File: config.mk
export PLATFORM = sky130hd
export DESIGN_NAME = note_table_fetch
export DESIGN_NICKNAME = d
export VERILOG_FILES = /design/src/rtl/vga_fetch_pkg.sv /design/src/rtl/note_hit_cmp.sv /design/src/rtl/note_table_fetch.sv
export SDC_FILE = /design/constraint.sdc
export NUM_CORES = 1
export LEC_CHECK = 0
export BUFFER_PORTS_ARGS = -buffer_cell sky130_fd_sc_hd__buf_2
export CAP_MARGIN = 20
export CORE_MARGIN = 3
export CORE_UTILIZATION = 40
export DETAILED_ROUTE_END_ITERATION = 10
export PLACE_DENSITY = 0.57
export SETUP_SLACK_MARGIN = 0.05
export SLEW_MARGIN = 20
export SYNTH_ARGS = -nofsm -noshare
export SYNTH_HDL_FRONTEND = slang
export SYNTH_SLANG_ARGS = --single-unit
File: constraint.sdc
create_clock -name clk -period 3.8 [get_ports clk]
set_input_delay 0.76 -clock clk [delete_from_list [all_inputs] [get_ports clk]]
set_output_delay 0.76 -clock clk [all_outputs]
set_load 0.01 [all_outputs]
File: src/rtl/vga_fetch_pkg.sv
// vga_fetch_pkg
// Shared constants and types for the note/fret table fetcher.
// Holds the RAM location and size of the note table, the lane geometry
// defaults, the visible-line limit, the fetch state enum, the packed
// table-entry layout and a helper that flags parked entries.
package vga_fetch_pkg;

  // Note table location in the shared RAM (word address) and entry count.
  localparam logic [15:0] BASE_ADDR = 16'hF000;
  localparam int          NUM_NOTES = 20;

  // Lane geometry, in pixels.
  localparam int LANE_X0 = 160;
  localparam int LANE_W  = 64;
  localparam int NOTE_W  = 56;
  localparam int NOTE_H  = 16;

  // Visible lines and highest legal lane number.
  localparam int VIS_LINES = 480;
  localparam int MAX_LANE  = 4;

  typedef enum logic [1:0] {
    IDLE  = 2'd0,
    FETCH = 2'd1,
    DRAIN = 2'd2
  } fetch_state_e;

  typedef struct packed {
    logic [3:0]  lane;
    logic [11:0] y;
  } note_entry_t;

  // Value every entry takes after reset: off-screen, so it can never hit.
  localparam note_entry_t PARKED_ENTRY = '{lane: 4'h0, y: 12'hFFF};

  // An entry below the visible area or on a non-existent lane never hits.
  function automatic logic entry_parked(input note_entry_t e);
    return (e.y >= 12'(VIS_LINES)) || (e.lane > 4'(MAX_LANE));
  endfunction

endpackage

File: src/rtl/note_hit_cmp.sv
// note_hit_cmp
// Combinational test of one note-table entry against the scan position.
// Ports:
//   i_entry  [15:0] packed note entry {lane[3:0], y[11:0]}
//   i_hcount [9:0]  current pixel x
//   i_vcount [9:0]  current pixel y
//   o_hit           pixel lies inside this entry's note rectangle
module note_hit_cmp
  import vga_fetch_pkg::*;
(
  input  logic [15:0] i_entry,
  input  logic [9:0]  i_hcount,
  input  logic [9:0]  i_vcount,
  output logic        o_hit
);

  note_entry_t w_entry;
  logic [11:0] w_h;
  logic [11:0] w_v;
  logic [11:0] w_x_lo;
  logic [11:0] w_x_hi;
  logic [12:0] w_y_hi;

  assign w_entry = note_entry_t'(i_entry);
  assign w_h     = {2'b00, i_hcount};
  assign w_v     = {2'b00, i_vcount};

  // Horizontal extent of the note; 12 bits covers every 4-bit lane value.
  assign w_x_lo = 12'(LANE_X0) + ({8'h00, w_entry.lane} * 12'(LANE_W));
  assign w_x_hi = w_x_lo + 12'(NOTE_W - 1);

  // Bottom edge kept at 13 bits so y near 12'hFFF cannot wrap into range.
  assign w_y_hi = {1'b0, w_entry.y} + 13'(NOTE_H - 1);

  assign o_hit = !entry_parked(w_entry)
              && (w_h >= w_x_lo) && (w_h <= w_x_hi)
              && ({1'b0, w_v} >= {1'b0, w_entry.y})
              && ({1'b0, w_v} <= w_y_hi);

endmodule

File: src/rtl/note_table_fetch.sv
// note_table_fetch
// Once per frame, on frame_start, reads NUM_NOTES words starting at
// BASE_ADDR from RAM port B into a local note table, then flags every
// pixel that falls inside a note and reports its lane.
// Ports:
//   clk, reset          clock and synchronous active-high reset
//   frame_start         one-cycle pulse at start of vertical blank
//   hcount, vcount      current scan position
//   addr_B/en_B/data_B  RAM port B request (read-only: en_B, data_B = 0)
//   out_B               RAM port B read data, one cycle after addr_B
//   busy                fetch in progress (FETCH or DRAIN)
//   table_valid         a complete fetch has finished since reset
//   pixel_note          registered: current pixel lies inside a note
//   pixel_lane          registered: lane of the lowest-index hitting entry
// Configuration macro FETCH_DBLBUF_EN: when defined, words land in a
// shadow table that is copied to the active table in one clock as DRAIN
// exits, so the hit outputs never see a partially fetched table.
module note_table_fetch
  import vga_fetch_pkg::*;
(
  input  logic        clk,
  input  logic        reset,
  input  logic        frame_start,
  input  logic [9:0]  hcount,
  input  logic [9:0]  vcount,
  output logic [15:0] addr_B,
  output logic        en_B,
  output logic [15:0] data_B,
  input  logic [15:0] out_B,
  output logic        busy,
  output logic        table_valid,
  output logic        pixel_note,
  output logic [3:0]  pixel_lane
);

  localparam int              IDX_W    = 7;
  localparam logic [IDX_W-1:0] LAST_IDX = IDX_W'(NUM_NOTES - 1);

  fetch_state_e     r_state;
  fetch_state_e     w_state_nxt;
  logic [IDX_W-1:0] r_idx;
  logic [IDX_W-1:0] w_idx_nxt;
  logic             w_wr_en;
  logic [IDX_W-1:0] w_wr_idx;
  logic             w_drain_exit;

  note_entry_t      r_active [NUM_NOTES];
  logic             r_valid;
  logic             r_pixel_note;
  logic [3:0]       r_pixel_lane;

  logic [NUM_NOTES-1:0] w_hit;
  logic                 w_any;
  logic [3:0]           w_lane;

  // Fetch state and address index registers.
  always_ff @(posedge clk) begin
    if (reset) begin
      r_state <= IDLE;
      r_idx   <= '0;
    end else begin
      r_state <= w_state_nxt;
      r_idx   <= w_idx_nxt;
    end
  end

  // Next-state logic; also decides which entry captures out_B this cycle.
  // out_B lags addr_B by one cycle, so the word written while address i is
  // on the bus belongs to entry i-1, and DRAIN picks up the last one.
  always_comb begin
    w_state_nxt = r_state;
    w_idx_nxt   = r_idx;
    w_wr_en     = 1'b0;
    w_wr_idx    = r_idx - 7'd1;
    case (r_state)
      IDLE: begin
        if (frame_start) begin
          w_state_nxt = FETCH;
          w_idx_nxt   = '0;
        end else begin
          w_state_nxt = IDLE;
          w_idx_nxt   = '0;
        end
      end
      FETCH: begin
        w_wr_en = (r_idx != 7'd0);
        if (r_idx == LAST_IDX) begin
          w_state_nxt = DRAIN;
          w_idx_nxt   = r_idx;
        end else begin
          w_state_nxt = FETCH;
          w_idx_nxt   = r_idx + 7'd1;
        end
      end
      DRAIN: begin
        w_wr_en     = 1'b1;
        w_wr_idx    = LAST_IDX;
        w_state_nxt = IDLE;
        w_idx_nxt   = '0;
      end
      default: begin
        w_state_nxt = IDLE;
        w_idx_nxt   = '0;
      end
    endcase
  end

  assign w_drain_exit = (r_state == DRAIN);

`ifdef FETCH_DBLBUF_EN
  note_entry_t r_shadow [NUM_NOTES];

  // Shadow table fills during the fetch; the whole table moves to the
  // active copy as DRAIN exits, with the final word bypassed straight in.
  always_ff @(posedge clk) begin
    if (reset) begin
      for (int k = 0; k < NUM_NOTES; k++) begin
        r_shadow[k] <= PARKED_ENTRY;
        r_active[k] <= PARKED_ENTRY;
      end
    end else begin
      for (int k = 0; k < NUM_NOTES; k++) begin
        if (w_wr_en && (w_wr_idx == IDX_W'(k))) begin
          r_shadow[k] <= note_entry_t'(out_B);
        end
        if (w_drain_exit) begin
          r_active[k] <= (w_wr_en && (w_wr_idx == IDX_W'(k)))
                         ? note_entry_t'(out_B) : r_shadow[k];
        end
      end
    end
  end
`else
  // Fetched words go straight into the active table, lowest index first.
  always_ff @(posedge clk) begin
    if (reset) begin
      for (int k = 0; k < NUM_NOTES; k++) begin
        r_active[k] <= PARKED_ENTRY;
      end
    end else begin
      for (int k = 0; k < NUM_NOTES; k++) begin
        if (w_wr_en && (w_wr_idx == IDX_W'(k))) begin
          r_active[k] <= note_entry_t'(out_B);
        end
      end
    end
  end
`endif

  // table_valid latches once the first fetch completes.
  always_ff @(posedge clk) begin
    if (reset) begin
      r_valid <= 1'b0;
    end else if (w_drain_exit) begin
      r_valid <= 1'b1;
    end else begin
      r_valid <= r_valid;
    end
  end

  // One comparator per table entry.
  for (genvar g = 0; g < NUM_NOTES; g++) begin : g_cmp
    note_hit_cmp u_cmp (
      .i_entry  (r_active[g]),
      .i_hcount (hcount),
      .i_vcount (vcount),
      .o_hit    (w_hit[g])
    );
  end

  // Priority encoder: scanning from the top down leaves the lowest hitting
  // index in control of the lane.
  always_comb begin
    w_any  = 1'b0;
    w_lane = 4'h0;
    for (int k = NUM_NOTES - 1; k >= 0; k--) begin
      if (w_hit[k]) begin
        w_any  = 1'b1;
        w_lane = r_active[k].lane;
      end else begin
        w_any  = w_any;
        w_lane = w_lane;
      end
    end
  end

  // Registered pixel outputs, one cycle behind hcount/vcount.
  always_ff @(posedge clk) begin
    if (reset) begin
      r_pixel_note <= 1'b0;
      r_pixel_lane <= 4'h0;
    end else begin
      r_pixel_note <= w_any;
      r_pixel_lane <= w_lane;
    end
  end

  assign addr_B      = (r_state == FETCH) ? (BASE_ADDR + {9'h000, r_idx}) : BASE_ADDR;
  assign en_B        = 1'b0;
  assign data_B      = 16'h0000;
  assign busy        = (r_state != IDLE);
  assign table_valid = r_valid;
  assign pixel_note  = r_pixel_note;
  assign pixel_lane  = r_pixel_lane;

endmodule
==> impl_results.md, run 1 <==
* Status: completed
* Metal2 WL at 43.8 mm
* EDFF count, synth at 320
* Total gr overflow at 0
* Row Count at 103
* WS Path Type: register to register
* Placed insts at 4614
* Clock Tree Buf Depth at 3
* Clock root buffer: clkbuf_16
* Cell mode on critical path: a21o_1
* H-tree depth at 2
* Area grow syn2layout at 16.7%
* Via count at 26000
* Slew HR at 38.0%
* Met1 Routed Length at 44.7 mm
* Crit-path cells: inv_2 > ha_4 > or3b_4 > or4b_4 > xnor2_2 > ha_1 > a21o_1 > a21o_1 > o211ai_1 > o211ai_2 > buf_4 > a311o_2 > o311a_1 > a221o_1 > nor2_1 > o21bai_1
* WL/cell at 20.4 um
* Core area at 0.0791 mm^2
* Global router's overall resource usage at 22.7%
* Power Density at 265 mW/mm^2
* Worst R2R End: pixel_lane[0]$_SDFF_PP0_
* Worst reg-to-reg setup slack at 80 ps
* Largest net degree at the start of global routing at 92
* Syn Inst Count at 3357
* Crit-path max cell delay at 470 ps
* Mean Syn Cell Area at 9.54 um^2
* # Max-Cap Violations at 0
* Startpoint class of the critical path: register
* Worst Setup End Kind: register
* Global-route wire length before repair at 146 mm
* Cts bufs inserted at 43
* Final setup vio count at 0
* Worst Skew at 24.5 ps
* Worst r2r src: r_active[0][80]$_SDFFCE_PN1P_
* Share of cells above drive strength 1 at 13.7%
* WL met3 at 4.45 mm
* GP Congestion at 0.905
* Pre-antenna DRT Iters at 5
* Ys async rst share at 0%
* Hold Crit Class: input port to register
* Worst-skew pair later-pin latency at 590 ps
* Nets at 4335
* Cts hold-fix bufs at 0
* Primary FF master, synth: edfxtp_1
* Post-synthesis sequential area ratio at 30.9%
* Reg clk slew, reported paths at 60 ps
* I/O Buffers at 52
* Post-DRT Antenna Nets at 0
* Hold Path Depth at 3
* Reg2Reg Depth at 16
* Distinct cell type count after synthesis at 89
* Critical path arrival at 4230 ps
* LEAKAGE at 16.8 nW
* CTS tree: done
* Drt drc at 0
* HP Start: frame_start
* Initial Utilization at 40.5%
* Worst EP required at 4310 ps
* Most common cell after layout, fill and taps aside: ha_1
* DR vias/cell at 5.51
* Clock Sinks at 335
* Synth Register Bits at 335
* YS warnings at 0
* Minimum clock period at 3720 ps
* Antenna violations before repair at 8
* Final slew viol count at 0
* Slowest cell on the critical path: or4b_4
* CP max FO at 3
* # IOs at 79
* Vert. Die Dim at 289 um
* Final hold violation count at 0
* DR top layer: met4
* RSZ-0062 raised after global routing: yes
* Die X at 289 um
* Layout Cells excl Fill at 4719
* Final HPWL DP at 72.4 mm
* Cell area after synthesis at 0.0320 mm^2
* Peak VDD IR at 0.000322 V
* Crit share post-route at 97.9%
* Most frequent cells in the layout: 662 x ha_1, 320 x edfxtp_1, 302 x inv_1, 226 x nor2_1, 218 x buf_4
* Hold Path Sink: r_state[0]$_SDFF_PP0_
* Total length of routed wires at 96.4 mm
* Number of DRC markers in iteration 0 at 1462
* Worst Tran Pin Value at 930 ps
* Die area at 0.0835 mm^2
* Fmax at 269 MHz
* Hold WS at 439 ps
* Vias in the first global route at 25500
==> cell usage after synthesis (9+ instances only) <==
| cell | instances | area (um^2) |
|---|---|---|
| a211o_1 | 18 | 158 |
| xnor2_1 | 203 | 1780 |
| o21a_1 | 41 | 308 |
| a41oi_1 | 10 | 87.6 |
| a211oi_1 | 28 | 210 |
| dfxtp_1 | 15 | 300 |
| or3_1 | 185 | 1160 |
| o2111ai_1 | 14 | 123 |
| a2111oi_0 | 16 | 140 |
| a21o_1 | 58 | 435 |
| edfxtp_1 | 320 | 9610 |
| mux2i_1 | 14 | 140 |
| buf_2 | 10 | 50.1 |
| a21oi_1 | 143 | 716 |
| o21ai_0 | 108 | 541 |
| a21boi_0 | 9 | 67.6 |
| o211ai_1 | 31 | 233 |
| xor2_1 | 22 | 193 |
| o221ai_1 | 9 | 78.8 |
| clkbuf_1 | 64 | 240 |
| or3b_2 | 9 | 78.8 |
| nor2b_1 | 25 | 156 |
| and3_1 | 21 | 131 |
| nand2b_1 | 49 | 307 |
| nand4_1 | 66 | 413 |
| o31ai_1 | 10 | 75.1 |
| nand2_1 | 204 | 766 |
| nand4b_1 | 17 | 149 |
| nor2_1 | 229 | 860 |
| o311ai_0 | 13 | 114 |
| nand3_1 | 77 | 385 |
| nor4_1 | 30 | 188 |
| and2_1 | 16 | 100 |
| buf_4 | 26 | 195 |
| ha_1 | 667 | 8350 |
| inv_1 | 313 | 1170 |
| a31oi_1 | 26 | 163 |
| nor3_1 | 78 | 390 |
| o32ai_1 | 10 | 87.6 |
| nor3b_1 | 14 | 105 |
| a2111o_1 | 10 | 113 |
==> metal layers <==
metal	vias to the layer above	global-route usage, %
met1	12400	30.7
met4	0	7.32
met2	533	37.4
met3	161	3.26
li1	12900	-
met5	-	0
==> per-stage QoR <==
| step | power (W) | utilization, % | cell area (um^2) | setup TNS (ps) | worst slack (ps) |
|---|---|---|---|---|---|
| global route | 0.0103 | 47.2 | 37400 | -259 | -162 |
| floorplan | 0.00527 | - | 32100 | 0 | 136 |
| detailed placement | 0.00601 | 44.6 | 35300 | -667 | -210 |
| finish | 0.00990 | 47.3 | 37400 | 0 | 78.4 |
| CTS | 0.00993 | 46.6 | 36900 | 0 | 26.2 |
| global placement | 0.00599 | 44.6 | 35300 | -479 | -143 |
==> timing repair <==
item | in CTS | in global routing
gates resized for setup | 40 | 99
pin swaps | 16 | 68
buffers inserted | 6 | 15
setup endpoints to repair | 4 | 10
endpoints found under the hold margin | 0 | 0
==> sequential cells by signal, indices dropped and copies added, names as in the netlist <==
name         flops
r_idx            7
pixel_note       1
pixel_lane       4
r_active       320
r_state          2
table_valid      1
==> area by class of cell <==
| class | instances | area [um^2] |
|---|---|---|
| fill | 7515 | 41700 |
| multi-input combinational | 2632 | 21100 |
| sequential | 335 | 9910 |
| timing repair buffer | 304 | 2530 |
| tap | 1050 | 1310 |
| inverter | 313 | 1180 |
| clock buffer | 55 | 1140 |
| clock inverter | 23 | 175 |
| antenna | 7 | 17.5 |
==> where the power goes <==
group	internal [W]	switching, W
combinational	0.000729	0.00111
clock	0.00226	0.00165
sequential	0.00409	0.0000647
==> critical path, delay by kind of cell (launching register included) <==
family                     cells  cell delay, ps
AOI/OAI and AO/OA              8            1660
xor gates and xnor gates       1             140
adders and majority gates      2             440
buffers and inverters          2             230
DFF                            1             370
and+or+nand+nor                3             790
==> cells by family after synthesis <==
kind of cell	count (synthesis)	synth area share, %
fa+ha+maj	667	26.1
buf+inv	415	5.23
xor+xnor	225	6.15
simple gates	1074	17.7
other cells	2	0.0234
mux	19	0.613
flops	335	30.9
compound gates	620	13.3
==> worst max-delay path by stage <==
stage                                              start                        to  depth (start not counted)
after floorplan               r_active[0][288]$_DFFE_PP_  pixel_lane[0]$_SDFF_PP0_                         16
final                      r_active[0][80]$_SDFFCE_PN1P_  pixel_lane[0]$_SDFF_PP0_                         16
after detailed placement      r_active[0][304]$_DFFE_PP_  pixel_lane[1]$_SDFF_PP0_                         16
after global routing       r_active[0][96]$_SDFFCE_PN1P_  pixel_lane[0]$_SDFF_PP0_                         16
after global placement                         vcount[3]     pixel_note$_SDFF_PP0_                         14
after CTS                 r_active[0][256]$_SDFFCE_PN1P_  pixel_lane[2]$_SDFF_PP0_                         17
Note: power is estimated with default switching activity, not from simulation.
==> run 2, diff against run 1 <==
--- a/config.mk
+++ b/config.mk
@@ -10,7 +10,7 @@
 export CORE_MARGIN = 3
 export CORE_UTILIZATION = 40
 export DETAILED_ROUTE_END_ITERATION = 10
-export PLACE_DENSITY = 0.57
+export PLACE_DENSITY = 0.55
 export SETUP_SLACK_MARGIN = 0.05
 export SLEW_MARGIN = 20
 export SYNTH_ARGS = -nofsm -noshare
==> constraint.sdc (replaced) <==
create_clock -name clk -period 3.2 [get_ports clk]
set_input_delay 0.64 -clock clk [delete_from_list [all_inputs] [get_ports clk]]
set_output_delay 0.64 -clock clk [all_outputs]
set_load 0.01 [all_outputs]
==> run 2 against run 1 <==
The run now ends with setup timing left. Final area is 10% higher. Worst setup slack got worse by 600 ps. Critical endpoint unchanged. Fmax up 0.13%. Clock-buffer cell count rose by 4. Highest routed layer unchanged. Wire length increased by 3.7%. Sequential share of layout area shrank 2.5 points. Largest power group is now the clock network. First-iteration DRC count fell by 2.5%. Flip-flop and latch count did not move. Cell count is 9.5% higher. Largest cell class unchanged. Sequential power up 18%. Core utilization rose by 4.8 points.
==> impl_results.md, run 2 (synthesized netlist as in run 1, its figures left out) <==
* Core area at 0.0791 mm^2
* Clk pwr share at 42.7%
* Row Count at 103
* Total length of routed wires at 99.9 mm
* Logic pwr share at 19.0%
* Cts bufs inserted at 46
* Final setup vio count at 4
* Slowest cell on the critical path: or4b_4
* DR vias/cell at 5.29
* Placed insts at 5067
* Pre-antenna DRT Iters at 5
* Die X at 289 um
* Sw power at 0.00349 W
* Placed Area at 0.0390 mm^2
* Drt drc at 0
* Critical path arrival at 4160 ps
* Vert. Die Dim at 289 um
* Violated checks: setup timing
* # Max-Cap Violations at 0
* Die area at 0.0835 mm^2
* Share of cells above drive strength 1 at 23.7%
* Crit share post-route at 116%
* Internal power at 0.00937 W
* Post-DRT Antenna Nets at 0
* Clock root buffer: clkbuf_16
* Area grow syn2layout at 28.7%
* CP bufs+invs at 2
* Hold Path Sink: r_state[0]$_SDFF_PP0_
* Crit-path max cell delay at 470 ps
* RSZ-0062 raised after global routing: yes
* Final HPWL DP at 76.3 mm
* Reg clk slew, reported paths at 60 ps
* Peak VDD IR at 0.000342 V
* Clock Tree Buf Depth at 3
* Worst-skew pair later-pin latency at 590 ps
* Cts hold-fix bufs at 0
* Antenna violations before repair at 7
* Status: complete, but fails checks
* Minimum clock period at 3720 ps
* Sequential fraction of design power at 38.3%
* Worst r2r src: r_active[0][224]$_SDFFCE_PN1P_
* Hold Path Depth at 3
* Worst reg-to-reg setup slack at -520 ps
* Sw Ratio at 27.2%
* Number of DRC markers in iteration 0 at 1425
* Worst EP required at 3640 ps
* Max FFs per register at 320
* I/O Buffers at 52
* Worst Tran Pin Value at 956 ps
* Final slew viol count at 0
* H-tree depth at 2
* Largest net degree at the start of global routing at 65
* # IOs at 79
* CTS tree: done
* Worst R2R End: pixel_lane[0]$_SDFF_PP0_
* Hold Crit Class: input port to register
* Slew HR at 36.3%
* Total gr overflow at 0
* Fmax at 269 MHz
* Fill cells at 7321
* Clock Sinks at 335
* Final TNS setup at -1880 ps
* LEAKAGE at 19.1 nW
* Power Density at 312 mW/mm^2
* HP Start: frame_start
* WS Path Type: register to register
* Most common cell after layout, fill and taps aside: buf_4
* Layout Cells excl Fill at 5168
* Crit-path cells: inv_2 > ha_4 > or3b_4 > or4b_4 > xnor2_2 > ha_1 > and4_1 > a221o_1 > a211oi_2 > o211ai_1 > buf_4 > nor2_2 > nor4b_4 > a2111oi_4 > nor2_1 > o21bai_1
* Fin worst setup slack at -517 ps
* Worst Setup End Kind: register
* Vias in the first global route at 26500
* Final hold violation count at 0
* Largest Register: r_active
* Startpoint class of the critical path: register
* Most frequent cells in the layout: 656 x buf_4, 655 x ha_1, 320 x edfxtp_1, 303 x inv_1, 224 x nor2_1
* Nets at 4782
* Hold WS at 318 ps
* Worst Skew at 23.3 ps
* Global router's overall resource usage at 23.6%
* WL/cell at 19.3 um
* Via count at 27300
* Reg2Reg Depth at 16
* Global-route wire length before repair at 151 mm
* Initial Utilization at 40.5%
* GP Congestion at 0.886
* CP max FO at 8
* Top Family by Delay on Critical Path: compound AO/OA/AOI/OAI gates
* Final instance area at 0.0412 mm^2
==> run 2: cell types whose count changed in the layout (fill, tap and decap cells not counted), sizes merged, moves of 3 or more <==
cell | previous run | this run
diode | 7 | 4
nand2b | 50 | 54
clkbuf | 55 | 59
clkinv | 18 | 14
bufinv | 2 | 8
buf | 304 | 744
==> run 2: worst reg2reg max path, cell delays in order, from the launching register on <==
cell       delay [ps]
edfxtp_1          370
inv_2              60
ha_4              160
or3b_4            230
or4b_4            470
xnor2_2           150
ha_1              280
and4_1            190
a221o_1           310
a211oi_2          220
o211ai_1          130
buf_4             210
nor2_2            130
nor4b_4            70
a2111oi_4         380
nor2_1             70
o21bai_1          160
==> run 2: per-layer routing <==
layer	vias to the layer above	part of all wire (%)	global-route usage, %
met4	0	3.0	6.78
met3	141	4.2	2.56
met1	12800	46	31.8
li1	13800	-	-
met2	492	47	39.9
met5	-	0	0
==> run 2: layout make-up <==
| type | count | area, um^2 | area share (%) |
|---|---|---|---|
| clock buffer | 59 | 1270 | 3.09 |
| timing repair buffer | 744 | 5890 | 14.3 |
| antenna | 4 | 10.0 | 0.0243 |
| tap | 1050 | 1310 | 3.19 |
| sequential | 335 | 9910 | 24.0 |
| inverter | 313 | 1180 | 2.86 |
| clock inverter | 27 | 343 | 0.831 |
| multi-input combinational | 2636 | 21300 | 51.7 |
==> run 2: per-stage QoR <==
step	power [W]	setup WS (ps)	util, %
3_3_place_gp	0.00737	-643	49.3
5_1_grt	0.0134	-683	52.1
4_1_cts	0.0129	-541	51.7
6_report	0.0129	-517	52.1
2_1_floorplan	0.00627	-371	-
3_5_place_dp	0.00740	-662	49.3
==> run 2: how the worst max path moves through the flow <==
stage	slack, ps	from	end	cells past startpoint
floorplan	-370	vcount[0]	pixel_note$_SDFF_PP0_	12
global placement	-640	r_active[0][112]$_SDFFCE_PN1P_	pixel_lane[0]$_SDFF_PP0_	17
detailed placement	-660	vcount[4]	pixel_lane[1]$_SDFF_PP0_	14
CTS	-540	r_active[0][209]$_SDFFCE_PN1P_	pixel_lane[0]$_SDFF_PP0_	17
global route	-680	r_active[0][80]$_SDFFCE_PN1P_	pixel_lane[0]$_SDFF_PP0_	16
finish	-520	r_active[0][224]$_SDFFCE_PN1P_	pixel_lane[0]$_SDFF_PP0_	16
==> run 2: power groups by stage <==
stage | Sequential, W | Clock, W | Combinational (W)
finish | 0.00492 | 0.00549 | 0.00245
global route | 0.00493 | 0.00576 | 0.00272
CTS | 0.00492 | 0.00559 | 0.00243
detailed placement | 0.00501 | 0 | 0.00239
global placement | 0.00501 | 0 | 0.00236
floorplan | 0.00500 | 0 | 0.00126
==> run 2: timing repair <==
action / CTS / global route
endpoints found under the setup margin: 68 / 363
pin swaps: 26 / 16
endpoints found under the hold margin: 0 / 0
setup buffers: 6 / 2
gates resized for setup: 60 / 61
gates cloned: 0 / 4
